## src/rtl/mulcpu_datapath.sv

```systemverilog
// mulcpu_datapath: multicycle MIPS-subset datapath (PC/IR/DR/A/B/C, 32x32 regfile, ALU); `MULCPU_DATAPATH_DEBUG_EN adds a regfile debug read port
module mulcpu_datapath (
    input  logic        clk,
    input  logic        rst,
    input  logic        write_pc,
    input  logic        write_ir,
    input  logic        write_dr,
    input  logic        write_a,
    input  logic        write_b,
    input  logic        write_c,
    input  logic        write_reg,
    input  logic        write_mem,
    input  logic        iord,
    input  logic        memtoreg,
    input  logic        regdst,
    input  logic [1:0]  pcsource,
    input  logic [1:0]  alu_ctrl,
    input  logic        alu_srcA,
    input  logic [1:0]  alu_srcB,
    input  logic [31:0] mem_rdata,
    output logic [31:0] ir_data,
    output logic        zero,
    output logic [31:0] mem_addr,
    output logic [31:0] mem_wdata,
    output logic        mem_we,
    output logic [31:0] pc_out
`ifdef MULCPU_DATAPATH_DEBUG_EN
    ,
    input  logic [4:0]  dbg_sel,
    output logic [31:0] dbg_data
`endif
);
    logic [31:0] pc_q, pc_d, ir_q, ir_d, dr_q, dr_d, a_q, a_d, b_q, b_d, c_q, c_d;
    logic [31:0] rf_q [32];
    logic [31:0] rf_d [32];
    logic [31:0] sext, alu_a, alu_b, alu_y, jump_tgt, wr_data;
    logic [4:0]  wr_idx;

    always_comb begin
        sext     = {{16{ir_q[15]}}, ir_q[15:0]};
        alu_a    = alu_srcA ? a_q : pc_q;
        alu_b    = alu_srcB == 2'b00 ? b_q :
                   alu_srcB == 2'b01 ? 32'd4 :
                   alu_srcB == 2'b10 ? sext : {sext[29:0], 2'b00};
        alu_y    = alu_ctrl == 2'b00 ? alu_a + alu_b :
                   alu_ctrl == 2'b01 ? alu_a - alu_b :
                   alu_ctrl == 2'b11 ? alu_a & alu_b :
                   {31'd0, $signed(alu_a) < $signed(alu_b)};
        jump_tgt = {pc_q[31:28], ir_q[25:0], 2'b00};
        pc_d     = !write_pc ? pc_q :
                   pcsource == 2'b00 ? alu_y :
                   pcsource == 2'b01 ? c_q :
                   pcsource == 2'b10 ? jump_tgt : pc_q;
        ir_d     = write_ir ? mem_rdata : ir_q;
        dr_d     = write_dr ? mem_rdata : dr_q;
        a_d      = write_a ? rf_q[ir_q[25:21]] : a_q;
        b_d      = write_b ? rf_q[ir_q[20:16]] : b_q;
        c_d      = write_c ? alu_y : c_q;
        wr_idx   = regdst ? ir_q[15:11] : ir_q[20:16];
        wr_data  = memtoreg ? dr_q : c_q;
        // entry 0 is never written, so it stays at its reset value of zero
        for (int i = 0; i < 32; i++)
            rf_d[i] = (write_reg && i != 0 && wr_idx == 5'(i)) ? wr_data : rf_q[i];
    end

    always_ff @(posedge clk or posedge rst) begin
        if (rst) begin
            pc_q <= '0;
            ir_q <= '0;
            dr_q <= '0;
            a_q  <= '0;
            b_q  <= '0;
            c_q  <= '0;
            for (int i = 0; i < 32; i++)
                rf_q[i] <= '0;
        end else begin
            pc_q <= pc_d;
            ir_q <= ir_d;
            dr_q <= dr_d;
            a_q  <= a_d;
            b_q  <= b_d;
            c_q  <= c_d;
            for (int i = 0; i < 32; i++)
                rf_q[i] <= rf_d[i];
        end
    end

    assign ir_data   = ir_q;
    assign zero      = alu_y == 32'd0;
    assign mem_addr  = iord ? c_q : pc_q;
    assign mem_wdata = b_q;
    assign mem_we    = write_mem;
    assign pc_out    = pc_q;
`ifdef MULCPU_DATAPATH_DEBUG_EN
    assign dbg_data  = rf_q[dbg_sel];
`endif
endmodule
```

## config.mk

```make
export PLATFORM = sky130hd
export DESIGN_NAME = mulcpu_datapath
export DESIGN_NICKNAME = d
export VERILOG_FILES = /design/src/rtl/mulcpu_datapath.sv
export SDC_FILE = /design/constraint.sdc
export NUM_CORES = 2
export LEC_CHECK = 0
export CORE_MARGIN = 8
export CORE_UTILIZATION = 35
export CTS_CLUSTER_SIZE = 40
export DETAILED_ROUTE_END_ITERATION = 16
export GPL_TIMING_DRIVEN = 1
export PLACE_DENSITY = 0.52
export SYNTH_ARGS = -nofsm -noshare
export SYNTH_HDL_FRONTEND = slang
export SYNTH_SLANG_ARGS = --single-unit
```

## constraint.sdc

```tcl
create_clock -name clk -period 130.1 [get_ports clk]
set_input_delay 26.02 -clock clk [delete_from_list [all_inputs] [get_ports clk]]
set_output_delay 26.02 -clock clk [all_outputs]
set_load 0.02 [all_outputs]
```

* Yosys cells after proc, flatten, opt, wreduce, memory -nomap -nowiden
Cells that the tools add are included.
Storage, ports and cells: word-level logic and storage cells 141, flip-flop bits (word level) 1184, output and inout bits 130, input bits 52
Cells by class: add/sub/neg operators 2, equality and inequality tests 37, order comparisons 3, muxes and demuxes 19, reduce and logical (&&, ||, !) cells 39, bitwise gates (word level) 3
Operator list (count):
- $mux W32 | 14
- $bmux W32 S5 | 2
- $eq A5 B5 Y1 const B | 16
- $eq A5 B4 Y1 const B | 8
- $add A32 B32 Y32 | 1
- $and A32 B32 Y32 | 1
- $logic_not A32 Y1 | 1
- $lt A32 B32 Y1 | 1
- $sub A32 B32 Y32 | 1
- $logic_and A1 B1 Y1 | 31
- $mux W28 | 1
- $eq A5 B3 Y1 const B | 4
- $mux W17 | 1
- $ge A6 B6 Y1 const B | 2
- $not A5 Y6 | 2
- $eq A5 B2 Y1 const B | 2
- $eq A2 B1 Y1 const B | 3
- $eq A2 B2 Y1 const B | 3
- $logic_not A2 Y1 | 3
- $eq A5 B1 Y1 const B | 1
- $mux W5 | 1
- $reduce_and A2 Y1 | 2
- $reduce_bool A3 Y1 | 1
- $reduce_bool A2 Y1 | 1

* Logic depth before layout (Yosys ltp)
word-level depth 9, depth in mapped cells 17, gate-level depth less buffers 16

* Worst setup path after synthesis
No wires, ideal clock.
path kind input port to output port, start in alu_srcB[1], end out zero, data arrival time 30.281 ns, setup slack 73.799 ns, buffers on the path 2, cell stages on the path 17, required time 104.080 ns, cells stage by stage buf_1 > clkbuf_1 > mux2i_1 > nor2_1 > ha_1 > fa_1 > a211oi_1 > o21bai_1 > a311oi_1 > o211ai_1 > o21a_1 > xnor2_1 > a22oi_1 > or4bb_4 > nor4_2 > nand4_1 > nor3_2
Between the ends: word-level cells in the longest chain between the ends 9, elaborated cells on any way between the ends 14, classes of those cells add/sub: 2; order compare: 1; eq/ne: 2; mux: 6; bitwise: 1; reduce/logical: 2
RTL lines:
- start: declaration | line 19 | input logic [1:0] alu_srcB,
- $eq A2 B2 Y1 | line 44 | alu_srcB == 2'b10 ? sext : {sext[29:0], 2'b00};
- $mux W17 | line 44
- $mux W32 | line 43 | alu_srcB == 2'b01 ? 32'd4 :
- $mux W32 * | line 42 | alu_b = alu_srcB == 2'b00 ? b_q :
- $lt A32 B32 Y1 / $and A32 B32 Y32 (equally long branches) | line 48, 47
- $mux W32 | line 47 | alu_ctrl == 2'b11 ? alu_a & alu_b :
- $mux W32 | line 46 | alu_ctrl == 2'b01 ? alu_a - alu_b :
- $mux W32 * | line 45 | alu_y = alu_ctrl == 2'b00 ? alu_a + alu_b :
- $logic_not A32 Y1 * | line 89 | assign zero = alu_y == 32'd0;
- end: declaration | line 22 | output logic zero,
Mark *: on every way between the ends. The rest lies on a longest branch, timed or not.

* Worst setup path after layout
start in alu_srcB[0], end out zero
The elaborated chain is that of the path after synthesis.

==> impl_metrics.csv <==
group,metric,value,unit
clocking,cts_buffers,134,
grt,grt_max_degree,170,
synth,synth_area_per_cell,11.0,sq um
synth,yosysWarnings,0,
synth,ys_types,89,
worst_setup_path,slowest_delay,650,ps
worst_setup_path,critPathKind,"in -> out",
timing,timing.hold.ws,494,ps
floorplan,die_y,444,microns
clocking,htree_levels,4,
pwr,p_leak,29.3,nW
synth,synth_edf_count,0,
pwr,p_seq_share,40.4,%
timing,min_period_over_period,44.3,%
floorplan,start_util,35.1,%
timing,slew_violations,0,
place,pre_cts_slack,72560,ps
worst_setup_path,arrival,31620,ps
pwr,sw_frac_of_total,35.9,%
grt,grt_overflow,0,
drt,wl_per_cell,28.5,microns
clocking,post_cts_resized,0,
synth,synth_fp_nets,5953,
timing,hold_violations,0,
cells_and_area,areaGrowthSynthToFinish,13.3,%
drt,drt-total-wl,234,mm
drt,drt_pass1_iterations,6,
timing,finalSetupViolCount,0,
worst_setup_path,start_kind,"input port",
timing,fin_tns_setup,0,ps
grt,grt_antenna_before_repair,11,
drt,via_count,48000,
floorplan,fp.dieArea,0.197,sq mm
min_path,hp-class,"reg -> reg",
timing,fin_crit,57640,ps
grt,grt_pass1_vias,48200,
worst_setup_path,cp_common_cell,"clkdlybuf4s50_1",
grt,grt_usage,23.4,%
run_status,outcome,"finished, final reports clean",
pwr,p_switching,0.602,mW
drt,drc,0,
clocking,cts.reportedPaths.clkPinSlew,60,ps
worst_setup_path,required,104080,ps
timing,max_slew_margin,20.6,%
timing,rsz0062_at_grt,"no",
grt,grt_pass1_wl,346,mm
clocking,holdBufCountCts,0,
pwr,intPower,1.07,mW
timing,fmax,0.0173,GHz
cells_and_area,final_cell_mix,"dfrtp_1, nor2_1, a21oi_1",
clocking,cts_tree,"done",
cells_and_area,drive_gt1_share,21.3,%
cells_and_area,fin_nets,5839,
clocking,post-cts-setup-buffer-count,0,
clocking,cts_buffer_depth,3,
place,placed_cells,7968,
synth,syn_inst,5833,
pwr,clkPwrFrac,23.1,%
drt,drtIter0Drc,4430,
synth,ys.flop_type,"dfrtp_1",
floorplan,rows,157,
clocking,root_buffer,"clkbuf_16",
worst_setup_path,r2r_slack,124880,ps
synth,synth-seq-cells,1184,
timing,fin_skew,29.2,ps
synth,async_flop_share,100,%
worst_setup_path,crit_slowest_cell,"clkdlybuf4s50_1",
place,dp_hpwl,149,mm
place,portBuffers,179,
place,place_congestion,0.892,
cells_and_area,mostFrequentLayoutCell,"dfrtp_1",
worst_setup_path,crit_fanout,32,
timing,setup_slack,72460,ps
drt,vias_per_cell,5.84,
synth,syn-cell-area,0.0641,sq mm
synth,synth_seq_area_share,46.2,%
floorplan,fp.coreArea,0.183,sq mm
floorplan,pin_count,182,
drt,ant_nets,0,
pwr,ir_drop,14.4,uV
clocking,cts.sinks,1184,
clocking,clk_latency,810,ps
worst_setup_path,critPathCaptureType,"output pin",
floorplan,die_w,444,microns
pwr,power_density,23.1,mW/mm^2
worst_setup_path,cp_cell_sequence,"clkdlybuf4s50_1 > buf_4 > nand2_1 > o32a_1 > ha_1 > a211oi_1 > o21bai_1 > a311oi_1 > o211ai_1 > o21a_1 > xnor2_1 > a22oi_1 > or4bb_4 > nor4_2 > nand4_1 > nor3_2 > clkdlybuf4s50_1",
cells_and_area,instances_no_fill,8217,
job,drv_cap,0,
pwr,comb_power_share,36.5,%
pwr,power,1.68,mW
timing,worst_slew_pin_slew,1190,ps
## power groups by stage
| stage | sequential [mW] | clock (mW) | combinational [mW] |
|---|---|---|---|
| final | 0.676 | 0.387 | 0.613 |
| after global routing | 0.699 | 0.408 | 0.668 |
| after CTS | 0.674 | 0.395 | 0.611 |
| after detailed placement | 0.678 | 0 | 0.609 |
| after global placement | 0.669 | 0 | 0.599 |
| after floorplan | 0.634 | 0 | 0.458 |
## critical path: cells and delay by family
kind | cells | cell delay [ps]
buf+inv | 3 | 1410
simple gates | 5 | 1630
fa+ha+maj | 1 | 420
xor+xnor | 1 | 120
compound gates | 7 | 2010
## per-layer routing
layer	part of all wire [%]	vias to the layer above	GRT usage (%)
met5	0.0068	-	0
met4	3.5	2	7.55
met3	6.5	417	4.24
met2	47	1760	37.5
met1	43	24800	32.3
li1	-	21000	-
## sequential cells by signal (all words and copies together) (netlist names)
name,cells
pc_out,32
c_q,32
a_q,32
mem_wdata,32
rf_q,992
ir_data,32
dr_q,32
## worst paths after layout
kind,start,endpoint,cells after the start
worst max-delay path,alu_srcB[0],zero,17
worst min-delay path,rf_q[2],rf_q[2],2
worst max register to register,ir_data[16],mem_wdata[2],8
worst min register to register,rf_q[2],rf_q[2],2
max in group asynchronous,rst,rf_q[96],6
min in group asynchronous,rst,mem_wdata[29],2
## cell families after synthesis
group                    after synthesis  share of synthesized area, %
adder cells (fa/ha/maj)               68                          1.35
multiplexers                         853                          25.0
AND/OR/NAND/NOR                     1435                          9.22
XOR/XNOR                              25                         0.341
flip-flops                          1184                          46.2
AO/OA/AOI/OAI                       1571                          13.8
buffers and inverters                697                          4.15
## through the flow
step                      cell area, sq um  util (%)
final                                72700      39.8
after global routing                 72700      39.8
after CTS                            72700      39.8
after detailed placement             68200      37.3
after global placement               68200      37.3
after floorplan                      64100         -
## cell type report
class | count | area, sq um
diodes | 4 | 10.0
clock inverters | 42 | 468
fillers | 17600 | 110000
repair buffers | 307 | 2760
inverters | 140 | 533
multi-input cells | 3952 | 32300
flip-flops and latches | 1184 | 29700
well taps | 2385 | 2980
clock buffers | 203 | 3990
## synthesized netlist by cell type, types with 5 or more instances
cell / n / area [sq um]
a211o_1: 7 / 61.3
a211oi_1: 18 / 135
a21o_1: 32 / 240
a21oi_1: 1066 / 5340
a22o_1: 64 / 561
a22oi_1: 8 / 60.1
a311oi_1: 6 / 52.6
a31oi_1: 14 / 87.6
and2_1: 6 / 37.5
and3_1: 7 / 43.8
buf_1: 84 / 315
buf_2: 6 / 30.0
clkbuf_1: 459 / 1720
dfrtp_1: 1184 / 29600
ha_1: 66 / 826
inv_1: 135 / 507
inv_2: 5 / 18.8
mux2_2: 204 / 2300
mux2i_1: 72 / 721
mux4_2: 576 / 13000
nand2_1: 133 / 499
nand2b_1: 73 / 457
nand3_1: 28 / 140
nand3b_1: 5 / 37.5
nand4_1: 11 / 68.8
nor2_1: 1097 / 4120
nor2b_1: 7 / 43.8
nor3_1: 26 / 130
nor3b_1: 5 / 37.5
nor4_1: 6 / 37.5
o211ai_1: 80 / 601
o21a_1: 13 / 97.6
o21ai_0: 168 / 841
o21ai_1: 15 / 75.1
o21bai_1: 10 / 75.1
o31ai_1: 13 / 97.6
or3_1: 7 / 43.8
xnor2_1: 21 / 184
(Power assumes the default switching activity.)
